File: config.mk
export PLATFORM = sky130hd
export DESIGN_NAME = sram_bist_ctrl
export DESIGN_NICKNAME = d
export VERILOG_FILES = /design/src/rtl/sram_bist_pkg.sv /design/src/rtl/sram_bist_addr_gen.sv /design/src/rtl/sram_bist_ctrl.sv
export SDC_FILE = /design/constraint.sdc
export NUM_CORES = 1
export LEC_CHECK = 0
export ABC_AREA = 1
export BUFFER_PORTS_ARGS = -buffer_cell sky130_fd_sc_hd__buf_4
export CAP_MARGIN = 20
export CORE_AREA = 2 2 112 82
export CTS_CLUSTER_SIZE = 16
export DETAILED_ROUTE_END_ITERATION = 6
export DIE_AREA = 0 0 114 84
export GPL_TIMING_DRIVEN = 1
export PLACE_DENSITY = 0.75
export RECOVER_POWER = 100
export SYNTH_ARGS = -nofsm -noshare
export SYNTH_HDL_FRONTEND = slang
export SYNTH_SLANG_ARGS = --single-unit
File: constraint.sdc
create_clock -name clk0 -period 8.2 [get_ports clk0]
set_input_delay 1.23 -clock clk0 [delete_from_list [all_inputs] [get_ports clk0]]
set_output_delay 1.23 -clock clk0 [all_outputs]
set_load 0.01 [all_outputs]
File: src/rtl/sram_bist_pkg.sv
// rtl/sram_bist_pkg.sv - shared types, constants and March C- element table for the SRAM BIST
package sram_bist_pkg;

    localparam int ADDR_W  = 8;
    localparam int DATA_W  = 32;
    localparam int WMASK_W = DATA_W / 8;
    localparam int DEPTH   = 256;

    localparam logic [DATA_W-1:0] BG0 = 32'h0000_0000;
    localparam logic [DATA_W-1:0] BG1 = 32'h5555_5555;

    typedef enum logic [3:0] {
        S_IDLE, S_M0, S_M1, S_M2, S_M3, S_M4, S_M5, S_DRAIN, S_DONE
    } state_t;

    typedef logic [2:0] elem_t;

    localparam elem_t LAST_ELEM = 3'd5;

    // rd_inv/wr_inv select the complement of the background for that operation
    typedef struct packed {
        logic down;
        logic rd_en;
        logic rd_inv;
        logic wr_en;
        logic wr_inv;
    } elem_cfg_t;

    function automatic elem_cfg_t elem_cfg(input elem_t e);
        elem_cfg_t c;
        case (e)
            3'd0:    c = '{down: 1'b0, rd_en: 1'b0, rd_inv: 1'b0, wr_en: 1'b1, wr_inv: 1'b0};
            3'd1:    c = '{down: 1'b0, rd_en: 1'b1, rd_inv: 1'b0, wr_en: 1'b1, wr_inv: 1'b1};
            3'd2:    c = '{down: 1'b0, rd_en: 1'b1, rd_inv: 1'b1, wr_en: 1'b1, wr_inv: 1'b0};
            3'd3:    c = '{down: 1'b1, rd_en: 1'b1, rd_inv: 1'b0, wr_en: 1'b1, wr_inv: 1'b1};
            3'd4:    c = '{down: 1'b1, rd_en: 1'b1, rd_inv: 1'b1, wr_en: 1'b1, wr_inv: 1'b0};
            3'd5:    c = '{down: 1'b0, rd_en: 1'b1, rd_inv: 1'b0, wr_en: 1'b0, wr_inv: 1'b0};
            default: c = '0;
        endcase
        return c;
    endfunction

    function automatic logic elem_down(input elem_t e);
        elem_cfg_t c;
        c = elem_cfg(e);
        return c.down;
    endfunction

    function automatic elem_t state_elem(input state_t s);
        return 3'(4'(s) - 4'd1);
    endfunction

endpackage

File: src/rtl/sram_bist_addr_gen.sv
// rtl/sram_bist_addr_gen.sv - loadable up/down march address counter with terminal-count flag
module sram_bist_addr_gen
    import sram_bist_pkg::*;
(
    input  logic              clk_i,
    input  logic              rst_n_i,
    input  logic              load_i,
    input  logic [ADDR_W-1:0] load_val_i,
    input  logic              en_i,
    input  logic              down_i,
    output logic [ADDR_W-1:0] addr_o,
    output logic              tc_o
);

    localparam logic [ADDR_W-1:0] ADDR_MAX = ADDR_W'(DEPTH - 1);

    logic [ADDR_W-1:0] addr_q, addr_d;

    always_comb begin
        addr_d = addr_q;
        if (load_i) begin
            addr_d = load_val_i;
        end else if (en_i) begin
            addr_d = down_i ? addr_q - ADDR_W'(1) : addr_q + ADDR_W'(1);
        end
    end

    always_ff @(posedge clk_i or negedge rst_n_i) begin
        if (!rst_n_i) begin
            addr_q <= '0;
        end else begin
            addr_q <= addr_d;
        end
    end

    assign addr_o = addr_q;
    assign tc_o   = down_i ? (addr_q == '0) : (addr_q == ADDR_MAX);

endmodule

File: src/rtl/sram_bist_ctrl.sv
// rtl/sram_bist_ctrl.sv - March C- BIST controller for a 1RW1R SRAM macro
// Optional second background pass enabled by defining SRAM_BIST_BG_EN.
module sram_bist_ctrl
    import sram_bist_pkg::*;
(
    input  logic               clk0,
    input  logic               rst_n,
    input  logic               start,
    output logic               busy,
    output logic               done,
    output logic               pass,
    output logic [2:0]         fail_elem,
    output logic [ADDR_W-1:0]  fail_addr,
    output logic [DATA_W-1:0]  fail_data,
    output logic               csb0,
    output logic               web0,
    output logic [WMASK_W-1:0] wmask0,
    output logic [ADDR_W-1:0]  addr0,
    output logic [DATA_W-1:0]  din0,
    output logic               csb1,
    output logic [ADDR_W-1:0]  addr1,
    input  logic [DATA_W-1:0]  dout1
);

    state_t            state_q, state_d;
    logic              ph_q, ph_d;
    logic              bg_q, bg_d;
    logic              rd_pend_q, rd_pend_d;
    logic [ADDR_W-1:0] rd_addr_q, rd_addr_d;
    logic              pass_q, pass_d;
    elem_t             fail_elem_q, fail_elem_d;
    logic [ADDR_W-1:0] fail_addr_q, fail_addr_d;
    logic [DATA_W-1:0] fail_data_q, fail_data_d;

    logic              ld, adv, tc;
    logic [ADDR_W-1:0] ld_val, addr;
    elem_t             elem, cmp_elem;
    elem_cfg_t         cfg;
    logic              in_elem, two_op, cmp_en, mismatch;
    logic [DATA_W-1:0] bg, cmp_exp;
    logic [ADDR_W-1:0] cmp_addr;

    assign elem    = state_elem(state_q);
    assign cfg     = elem_cfg(elem);
    assign in_elem = (state_q >= S_M0) && (state_q <= S_M5);
    assign two_op  = cfg.rd_en && cfg.wr_en;
    assign bg      = bg_q ? BG1 : BG0;

    sram_bist_addr_gen u_addr_gen (
        .clk_i      (clk0),
        .rst_n_i    (rst_n),
        .load_i     (ld),
        .load_val_i (ld_val),
        .en_i       (adv),
        .down_i     (cfg.down),
        .addr_o     (addr),
        .tc_o       (tc)
    );

    // Two-op elements check their read in the following write cycle; M5 reads
    // are checked one cycle late, the last one in DRAIN (whose cfg is all-zero).
    always_comb begin
        cmp_en   = 1'b0;
        cmp_exp  = cfg.rd_inv ? ~bg : bg;
        cmp_addr = addr;
        cmp_elem = elem;
        if (in_elem && two_op && ph_q) begin
            cmp_en = 1'b1;
        end else if ((state_q == S_M5 || state_q == S_DRAIN) && rd_pend_q) begin
            cmp_en   = 1'b1;
            cmp_addr = rd_addr_q;
            cmp_elem = LAST_ELEM;
        end
    end

    assign mismatch = cmp_en && (dout1 != cmp_exp);

    always_ff @(posedge clk0 or negedge rst_n) begin
        if (!rst_n) begin
            state_q     <= S_IDLE;
            ph_q        <= 1'b0;
            bg_q        <= 1'b0;
            rd_pend_q   <= 1'b0;
            rd_addr_q   <= '0;
            pass_q      <= 1'b0;
            fail_elem_q <= '0;
            fail_addr_q <= '0;
            fail_data_q <= '0;
        end else begin
            state_q     <= state_d;
            ph_q        <= ph_d;
            bg_q        <= bg_d;
            rd_pend_q   <= rd_pend_d;
            rd_addr_q   <= rd_addr_d;
            pass_q      <= pass_d;
            fail_elem_q <= fail_elem_d;
            fail_addr_q <= fail_addr_d;
            fail_data_q <= fail_data_d;
        end
    end

    always_comb begin
        state_d     = state_q;
        ph_d        = ph_q;
        bg_d        = bg_q;
        rd_pend_d   = (state_q == S_M5);
        rd_addr_d   = addr;
        pass_d      = pass_q;
        fail_elem_d = fail_elem_q;
        fail_addr_d = fail_addr_q;
        fail_data_d = fail_data_q;
        ld          = 1'b0;
        ld_val      = '0;
        adv         = 1'b0;
        case (state_q)
            S_IDLE: begin
                if (start) begin
                    state_d     = S_M0;
                    ld          = 1'b1;
                    ph_d        = 1'b0;
                    bg_d        = 1'b0;
                    pass_d      = 1'b0;
                    fail_elem_d = '0;
                    fail_addr_d = '0;
                    fail_data_d = '0;
                end
            end
            S_M0, S_M1, S_M2, S_M3, S_M4, S_M5: begin
                if (two_op) ph_d = ~ph_q;
                if (!two_op || ph_q) begin
                    if (tc) begin
                        state_d = state_t'(state_q + 4'd1);
                        ld      = 1'b1;
                        ld_val  = {ADDR_W{elem_down(elem + 3'd1)}};
                    end else begin
                        adv = 1'b1;
                    end
                end
            end
            S_DRAIN: begin
`ifdef SRAM_BIST_BG_EN
                if (!bg_q) begin
                    state_d = S_M0;
                    ld      = 1'b1;
                    bg_d    = 1'b1;
                end else
`endif
                begin
                    state_d = S_DONE;
                    pass_d  = 1'b1;
                end
            end
            S_DONE:  state_d = S_IDLE;
            default: state_d = S_IDLE;
        endcase
        if (mismatch) begin
            state_d     = S_DONE;
            pass_d      = 1'b0;
            fail_elem_d = cmp_elem;
            fail_addr_d = cmp_addr;
            fail_data_d = dout1;
            ld          = 1'b0;
            adv         = 1'b0;
        end
    end

    always_comb begin
        busy   = (state_q != S_IDLE) && (state_q != S_DONE);
        done   = (state_q == S_DONE);
        csb0   = 1'b1;
        web0   = 1'b1;
        wmask0 = '0;
        addr0  = '0;
        din0   = '0;
        csb1   = 1'b1;
        addr1  = '0;
        if (in_elem) begin
            if (cfg.wr_en && (!cfg.rd_en || ph_q)) begin
                csb0   = 1'b0;
                web0   = 1'b0;
                wmask0 = '1;
                addr0  = addr;
                din0   = cfg.wr_inv ? ~bg : bg;
            end
            if (cfg.rd_en && (!cfg.wr_en || !ph_q)) begin
                csb1  = 1'b0;
                addr1 = addr;
            end
        end
    end

    assign pass      = pass_q;
    assign fail_elem = fail_elem_q;
    assign fail_addr = fail_addr_q;
    assign fail_data = fail_data_q;

endmodule

Word-level counts from Yosys, hierarchy flattened

Index checks and enable logic that the tools add are counted.

Add/subtract/negate cells: 5
Reductions and logical operators: 32
Order comparisons: 2
Muxes and demuxes: 57
Equal/unequal tests: 26
Bitwise operators: 1

Operators with widths:

| cell                | number |
|---|---|
| $mux 32             | 7 |
| $mux 8              | 15 |
| $pmux 5 s6          | 2 |
| $ne 32x32->1        | 1 |
| $mux 4              | 6 |
| $mux 1              | 18 |
| $eq 4x3->1 const B  | 4 |
| $mux 3              | 5 |
| $eq 3x2->1 const B  | 4 |
| $eq 3x3->1 const B  | 4 |
| $pmux 4 s3          | 1 |
| $logic_and 1x1->1   | 9 |
| $ne 3x3->1 const B  | 3 |
| $add 8x1->8 const B | 1 |
| $eq 4x2->1 const B  | 2 |
| $eq 8x8->1 const B  | 1 |
| $logic_not 8->1     | 1 |
| $reduce_bool 2->1   | 4 |
| $sub 8x1->8 const B | 1 |
| $eq 3x1->1 const B  | 2 |
| $logic_not 3->1     | 2 |
| $pmux 1 s2          | 3 |
| $reduce_and 3->1    | 2 |
| $reduce_or 6->1     | 1 |
| 16 further kinds    | 24 |

Input port bits: 35
Register bits after elaboration: 66

Longest topological paths before layout

Gate-level depths: netlist of the first run.

Depth after elaboration: 11
Gate-level depth with buffers: 18
Gate-level depth less buffers: 18

By module

Synthesis of the first run repeated with hierarchy kept, for this count alone.

Cells, all modules: 555
Area total of the unflattened synthesis: 4093.9 um^2

Modules (own cells, without submodules):

| module             | cells an instance | instances | sequential area each (um^2) | area an instance (um^2) |
|---|---|---|---|---|
| sram_bist_ctrl     | 455               | 1         | 1451.4                      | 3379.5 |
| sram_bist_addr_gen | 100               | 1         | 200.2                       | 714.4 |

Worst setup path after synthesis of the first run

OpenSTA, ideal clock, no wires.

Path kind: flip-flop to output port
Start: register state_q[0]
End: output din0[10]
Buffers on the path: 1
Path slack: 3.631 ns
Data arrival time: 3.339 ns
Cell stages (with the launch flop): 15
Required time: 6.970 ns
Path through: dfrtp_1 inv_1 ha_1 inv_1 nand2_2 nand2_2 ha_1 inv_1 nand2_2 nor2_1 nor2_1 nor2_1 nand2_1 a21oi_1 buf_4

Cells in the longest elaborated chain, start to end: 8
Elaborated cells on any way between the ends: 17
Classes of those cells: 1 x add/sub; 2 x order compare; 5 x eq/ne; 4 x mux; 5 x reduce/logical

RTL lines:

| element                                  | RTL line              | RTL |
|---|---|---|
| from (decl)                              | sram_bist_ctrl.sv:25  | `state_t state_q, state_d;` |
| from (signal assigned)                   | sram_bist_ctrl.sv:90  | `state_q <= state_d;` |
| $sub 3x1->3                              | sram_bist_pkg.sv:50   | `return 3'(4'(s) - 4'd1);` |
| $eq 3x3->1, or another cell as far along | sram_bist_pkg.sv:31   | `case (e)` |
| $pmux 5 s6                               | sram_bist_pkg.sv:31   |  |
| $logic_not 1->1                          | sram_bist_ctrl.sv:178 | `if (cfg.wr_en && (!cfg.rd_en \|\| ph_q)) begin` |
| $logic_or 1x1->1                         | sram_bist_ctrl.sv:178 |  |
| $logic_and 1x1->1                        | sram_bist_ctrl.sv:178 |  |
| $mux 32                                  | sram_bist_ctrl.sv:178 |  |
| $mux 32 (*)                              | sram_bist_ctrl.sv:177 | `if (in_elem) begin` |
| to (decl)                                | sram_bist_ctrl.sv:19  | `output logic [DATA_W-1:0] din0,` |

Mark *: on every way between the ends. The rest lies on a longest branch, timed or not.

Final worst setup path of the first run

Start: register state_q[0]
End: register fail_data_q[10] (netlist: fail_data[10])

Cells in the longest elaborated chain, start to end: 10
Elaborated cells on any way between the ends: 28
Classes of those cells: 1 x add/sub; 2 x order compare; 8 x eq/ne; 5 x mux; 12 x reduce/logical

RTL lines:

| element                                              | RTL line             | RTL |
|---|---|---|
| branches (longest 10 deep; another with $sub 3x1->3) | n/a                  |  |
| to (signal assigned)                                 | sram_bist_ctrl.sv:98 | `fail_data_q <= fail_data_d;` |
| to (decl)                                            | sram_bist_ctrl.sv:33 | `logic [DATA_W-1:0] fail_data_q, fail_data_d;` |

Several ways; the timed one is not identified.
A chain may end at the register's enable or synchronous reset.

==> results of run 1 <==
## cell usage in the layout, fill, tap and decap left out, types with 2 or more instances in the layout
| master | netlist | routed |
|---|---|---|
| nand2_1 | 167 | 173 |
| clkbuf_1 | 2 | 99 |
| nor2_1 | 76 | 77 |
| dfrtp_1 | 66 | 66 |
| inv_1 | 41 | 41 |
| o21ai_0 | 16 | 37 |
| buf_4 | 36 | 37 |
| a21oi_1 | 18 | 18 |
| nand3_1 | 16 | 16 |
| ha_1 | 15 | 15 |
| clkbuf_16 | 0 | 9 |
| xor2_1 | 6 | 6 |
| nand4_1 | 5 | 5 |
| o211ai_1 | 3 | 3 |
| clkinv_2 | 0 | 3 |
| inv_2 | 2 | 2 |
| nor3_1 | 2 | 2 |
| nand3_2 | 2 | 2 |
| o21bai_1 | 2 | 2 |
| clkbuf_8 | 0 | 2 |
## state kept, by name (all words and copies together) (netlist names)
signal,cells
rd_pend_q,1
pass,1
u_addr_gen.addr_o,8
state_q,4
rd_addr_q,8
fail_data,32
fail_addr,8
ph_q,1
fail_elem,3
## cell usage after synthesis, drive strengths merged
cell type / n / area share [%]
nand2: 174 / 17
nor2: 80 / 8.4
dfrtp: 66 / 42
inv: 44 / 4.3
buf: 42 / 8.3
o21ai: 38 / 4.9
a21oi: 18 / 2.3
nand3: 18 / 2.6
ha: 15 / 4.8
xor2: 6 / 1.3
nand4: 5 / 0.80
clkbuf: 3 / 0.32
o211ai: 3 / 0.58
nor3: 2 / 0.26
o21bai: 2 / 0.38
fa: 1 / 0.51
o2111ai: 1 / 0.22
o31ai: 1 / 0.19
xnor2: 1 / 0.22
## critical path: cells and delay by family (launching register included)
kind,cells,cell delay (ns)
and+or+nand+nor,10,2.63
buffers and inverters,4,1.58
adders and majority gates,2,0.48
AOI/OAI and AO/OA,1,0.12
DFF,1,0.46
## routing by layer
metal	vias up	GRT usage (%)	wire, um
met5	-	0	0
met4	0	5.43	152
met3	15	5.45	508
met2	95	33.0	4660
met1	1660	28.9	4750
li1	1805	-	-
## path summary, 6_finish.rpt
path                       cells after the start          from  slack (ns)       endpoint
setup / recovery                              17    state_q[0]        2.82  fail_data[10]
hold / removal                                 2  fail_data[9]        0.46   fail_data[9]
setup reg to reg                              17    state_q[0]        2.82  fail_data[10]
hold reg to reg                                2  fail_data[9]        0.46   fail_data[9]
max in group asynchronous                      1         rst_n        4.22   fail_data[9]
min in group asynchronous                      1         rst_n        2.04   fail_data[1]
## cells by family (layout without fill, tap and decap cells)
family | after synthesis | after routing | share of synthesized area, %
and+or+nand+nor | 279 | 279 | 29.3
adders and majority gates | 16 | 16 | 5.32
DFF | 66 | 66 | 42.3
xor gates and xnor gates | 7 | 7 | 1.57
AOI/OAI and AO/OA | 63 | 63 | 8.55
buffers and inverters | 89 | 196 | 12.9
## report_power, final
part | switching (mW) | internal, mW | total (mW)
logic | 0.0160 | 0.0126 | 0.0286
clock network | 0.140 | 0.250 | 0.390
registers | 0 | 0.326 | 0.326
## area by class of cell
| class | instances | area (um^2) |
|---|---|---|
| fill | 882 | 4000 |
| multi-input combinational | 365 | 1730 |
| sequential | 66 | 1650 |
| timing repair buffer | 136 | 649 |
| clock buffer | 11 | 253 |
| inverter | 44 | 166 |
| tap | 108 | 135 |
| clock inverter | 5 | 52.6 |
## metrics by stage
stage | instance area [um^2] | power (mW) | instances
final | 4630 | 0.744 | 735
after CTS | 5030 | 0.751 | 734
after detailed placement | 4720 | 0.361 | 718
after floorplan | 3910 | 0.337 | 520
after global placement | 4720 | 0.360 | 718
after global routing | 4630 | 0.769 | 735
==> metrics.md, run 1 <==
| Metric | Value |
|---|---|
| Status | `finished with violations` |
| Failing checks | `max-capacitance violations, max-slew violations` |
| CTS buffer count | `9` |
| LEAKAGE | `2.39 nW` |
| Routed WL per cell | `13.7 um` |
| Mapped Area | `just under 4000 um^2` |
| Routed WL | `10,100 um` |
| Core area | `8640 um^2` |
| Nets@finish | `673` |
| Count of final setup violators | `0` |
| Standard-cell rows | `29` |
| Worst Path Class, Setup | `flip-flop to flip-flop` |
| Final Slew Violations | `67` |
| Critical path startpoint category | `flip-flop` |
| CP Data Required Time | `8.43 ns` |
| Period utilisation layout | `approximately two thirds` |
| Yosys cell types | `31` |
| Sequential share of the synthesized area | `42.3%` |
| CTS root buf | `clkbuf_16` |
| Crit-path most repeated cell | `nand2_1` |
| Synth Net Count | `571` |
| Drt pass-1 iters | `4` |
| GR Overflow Total | `0` |
| Vias per std cell | `4.86` |
| Pwr/cell area | `161 nW/um^2` |
| Area Growth Syn to Fin | `18.6%` |
| Util after Layout | `around 54%` |
| Crit. End Element | `flip-flop` |
| Pin count of the biggest net entering global routing | `67` |
| Share of cells above drive strength 1 | `9.89%` |
| Clk slew on worst S/H paths | `0.06 ns` |
| CP max stage delay | `1.24 ns` |
| Top Ports | `136` |
| CP max FO | `43` |
| Dpl ws | `between 3 and 4 ns` |
| Die X-Extent | `roughly 110 um` |
| Post CTS Setup Buffer Count | `0` |
| Via count | `3,575` |
| DRC | `0` |
| Maximum clock path buffer count | `2` |
| Die area | `9580 um^2` |
| Setup TNS | `0 ns` |
| Max-slew headroom | `-128%` |
| Routed Antenna Nets | `0` |
| Critical-path cell list | `inv_1 -> ha_1 -> inv_1 -> nand2_1 -> nand2_1 -> ha_1 -> inv_1 -> nand2_1 -> nor2_1 -> nor2_2 -> nand2_1 -> nand2_2 -> nand2_1 -> clkinvlp_2 -> nor2_8 -> nand2_1 -> o21ai_0` |
| Worst hold path type | `flip-flop to flip-flop` |
| Crit path DAT | `roughly 5.6 ns` |
| Ys Warns | `0` |
| # H-tree levels | `3` |
| Total routing usage reported by global routing | `a little over a fifth` |
| Port bufs | `~140` |
| Vias in the first global route | `roughly 3,300` |
| Starting DRT DRC Count | `228` |
| Final hold vios | `0` |
| Slowest cell on crit path | `clkinvlp_2` |
| Skew final | `about 0.0063 ns` |
| Cts repair resizes | `0` |
| Max cap viols | `1` |
| Fmax | `0.186 GHz` |
| TritonCTS clock tree | `done` |
| Final Hold Slack | `0.464 ns` |
| Worst VDD drop | `127 uV` |
| CTS Hold Bufs | `0` |
| Slew @ Worst Pin | `3.42 ns` |
| HPWL after DPL | `7300 um` |
| Mapped Cells | `520` |
| Inserted Diodes | `0` |
| Initial antenna violation count | `0` |
| FF+latch count, synth | `66` |
| Vert. Die Dim | `84 um` |
| Gp weighted congestion | `0.883` |
| Worst skew pair latency | `0.34 ns` |
| Min cycle time layout | `5.38 ns` |
| Final WS setup | `2.82 ns` |
| Mean post-synth cell area | `7.51 um^2` |
| First-pass GRT wire length | `~16,000 um` |
| RSZ-0062 raised after global routing | `no` |
| CTS sink cnt | `66` |
| Starting Density | `45.2%` |
(Power assumes the default switching activity.)
==> run 2: changes to the inputs <==
--- a/config.mk
+++ b/config.mk
@@ -8,12 +8,12 @@
 export ABC_AREA = 1
 export BUFFER_PORTS_ARGS = -buffer_cell sky130_fd_sc_hd__buf_4
 export CAP_MARGIN = 20
-export CORE_AREA = 2 2 112 82
+export CORE_AREA = 2 2 114 83
 export CTS_CLUSTER_SIZE = 16
 export DETAILED_ROUTE_END_ITERATION = 6
-export DIE_AREA = 0 0 114 84
+export DIE_AREA = 0 0 116 85
 export GPL_TIMING_DRIVEN = 1
-export PLACE_DENSITY = 0.75
+export PLACE_DENSITY = 0.76
 export RECOVER_POWER = 100
 export SYNTH_ARGS = -nofsm -noshare
 export SYNTH_HDL_FRONTEND = slang
==> constraint.sdc (replaced) <==
create_clock -name clk0 -period 4.56 [get_ports clk0]
set_input_delay 0.684 -clock clk0 [delete_from_list [all_inputs] [get_ports clk0]]
set_output_delay 0.684 -clock clk0 [all_outputs]
set_load 0.01 [all_outputs]
==> metrics.md, run 2 (same netlist as run 1, synthesis figures left out) <==
| Metric | Value |
|---|---|
| Vert. Die Dim | `85 um` |
| Register area | `1650 um^2` |
| Worst VDD drop | `201 uV` |
| Routed WL per cell | `13.2 um` |
| CTS sink cnt | `66` |
| CP max FO | `32` |
| Failing checks | `max-capacitance violations, max-slew violations` |
| Worst hold path type | `flip-flop to flip-flop` |
| LEAKAGE | `2.37 nW` |
| Hold Startpoint | `fail_elem[1]` |
| Max cap viols | `1` |
| TritonCTS clock tree | `done` |
| Area Growth Syn to Fin | `17.8%` |
| Starting Density | `44.5%` |
| Port bufs | `roughly 140` |
| Slew @ Worst Pin | `3.40 ns` |
| Count of final setup violators | `0` |
| Layout fillers | `946` |
| CTS root buf | `clkbuf_16` |
| Final hold vios | `0` |
| Top Ports | `around 140` |
| Post CTS Setup Buffer Count | `0` |
| Worst skew pair latency | `0.32 ns` |
| Crit path DAT | `3.23 ns` |
| Nets@finish | `~670` |
| Critical path startpoint category | `flip-flop` |
| HPWL after DPL | `7280 um` |
| Slowest cell on crit path | `dfrtp_1` |
| Max-slew headroom | `-127%` |
| Critical R2R Launch | `state_q[0]` |
| WHS Path Cells | `2` |
| # H-tree levels | `3` |
| First-pass GRT wire length | `15,900 um` |
| Status | `finished with violations` |
| Skew final | `0.00531 ns` |
| RR Endpoint | `fail_data[31]` |
| Die area | `9860 um^2` |
| Finished Cell Area | `4600 um^2` |
| Starting DRT DRC Count | `190` |
| Vias in the first global route | `roughly 3,300` |
| Period utilisation layout | `85.9%` |
| Critical Path Stages | `15` |
| Most common cell after layout, fill and taps aside | `nand2_1` |
| Critical-path cell list | `inv_1 -> ha_1 -> inv_1 -> nand2_1 -> nand2_1 -> ha_1 -> inv_1 -> nand2_1 -> nor2_1 -> nor2_1 -> nor2_1 -> nand2_1 -> a21oi_1 -> buf_4 -> clkbuf_1` |
| Setup TNS | `0 ns` |
| Final Hold Slack | `0.465 ns` |
| # placed instances | `about 740` |
| CTS buffer count | `9` |
| Most frequent cells in the layout | `nand2_1, clkbuf_1, nor2_1, dfrtp_1, inv_1` |
| Clk slew on worst S/H paths | `0.05 ns` |
| CP max stage delay | `0.45 ns` |
| CP delay by family, top | `simple AND/OR/NAND/NOR gates` |
| Standard-cell rows | `29` |
| CP Buf/Inv Count | `5` |
| FF-to-FF setup slack | `about 0.88 ns` |
| Initial antenna violation count | `0` |
| Cts repair resizes | `0` |
| Fmax | `between 0.2 and 0.3 GHz` |
| Share of cells above drive strength 1 | `9.13%` |
| Routed WL | `around 9900 um` |
| Final Slew Violations | `67` |
| Pin count of the biggest net entering global routing | `67` |
| GR Overflow Total | `0` |
| Pwr/cell area | `263 nW/um^2` |
| CP Data Required Time | `about 3.9 ns` |
| Min cycle time layout | `around 3.9 ns` |
| Crit-path most repeated cell | `nand2_1` |
| Final non-filler cell total | `roughly 750` |
| Total routing usage reported by global routing | `20.2%` |
| CTS Hold Bufs | `0` |
| Worst Path Class, Setup | `flip-flop to output port` |
| RSZ-0062 raised after global routing | `no` |
| Gp weighted congestion | `approximately 0.94` |
| DRC | `0` |
| Die X-Extent | `between 100 and 150 um` |
| Max reg flops | `32` |
| Area used by multi-input combinational logic | `roughly 1700 um^2` |
| Worst Hold Endpoint | `fail_elem[1]` |
| Via count | `3,591` |
| Vias per std cell | `4.80` |
| Maximum clock path buffer count | `2` |
| Crit. End Element | `output port` |
| Core area | `slightly below 9000 um^2` |
| Drt pass-1 iters | `5` |
| Reg2reg path depth | `17` |
| Routed Antenna Nets | `0` |
| Inserted Diodes | `0` |
| Post-DP Area | `4750 um^2` |
## run 2: cell types whose count changed in the layout (fill, tap and decap cells not counted)
cell / change
clkinv_2: -2
clkinvlp_4: -1
buf_4: +1
bufinv_16: -1
clkbuf_1: +2
clkinvlp_2: -1
inv_4: +1
nand2_4: +1
clkbuf_8: -2
nand2_2: -1
## run 2: power breakdown
part           switching (mW)  internal [mW]  leakage (nW)
registers                   0          0.587         0.888
clock network           0.217          0.357         0.118
logic                  0.0281         0.0226          1.36
total                   0.245          0.966          2.37
## run 2: worst max path at each step
| stage | startpoint | to | slack (ns) |
|---|---|---|---|
| global route | rst_n | fail_data[13] | 0.33 |
| finish | state_q[0] | din0[20] | 0.64 |
| global placement | state_q[0] | din0[8] | 1.27 |
| CTS | state_q[0] | din0[20] | 0.68 |
| floorplan | state_q[0] | din0[10] | 0.54 |
| detailed placement | state_q[0] | din0[20] | 1.04 |
## run 2: layout make-up
| class | instances | area share (%) |
|---|---|---|
| tap | 124 | 3.37 |
| multi-input combinational | 365 | 37.6 |
| sequential | 66 | 35.9 |
| timing repair buffer | 136 | 14.2 |
| clock buffer | 12 | 5.14 |
| clock inverter | 1 | 0.109 |
| inverter | 44 | 3.64 |
## run 2: worst register-to-register path: cells and delay by family, from the launching register on
family          cells  cell delay (ns)
simple gates       10             2.03
buf+inv             4             0.54
flops               1             0.45
fa+ha+maj           2             0.45
compound gates      1             0.12
## run 2: layer usage
| layer | GRT usage, % | share of wire [%] |
|---|---|---|
| met1 | 27.4 | 46 |
| met2 | 32.6 | 47 |
| met3 | 4.21 | 4.8 |
| met4 | 6.39 | 1.5 |
| met5 | 0 | 0 |
## run 2: per-stage QoR
stage | setup slack, ns | utilization [%] | total power [mW]
CTS | 0.678 | 56.8 | 1.22
detailed placement | 1.04 | 54.1 | 0.648
floorplan | 0.537 | - | 0.607
finish | 0.641 | 52.4 | 1.21
global route | 0.331 | 52.4 | 1.26
global placement | 1.27 | 54.1 | 0.648
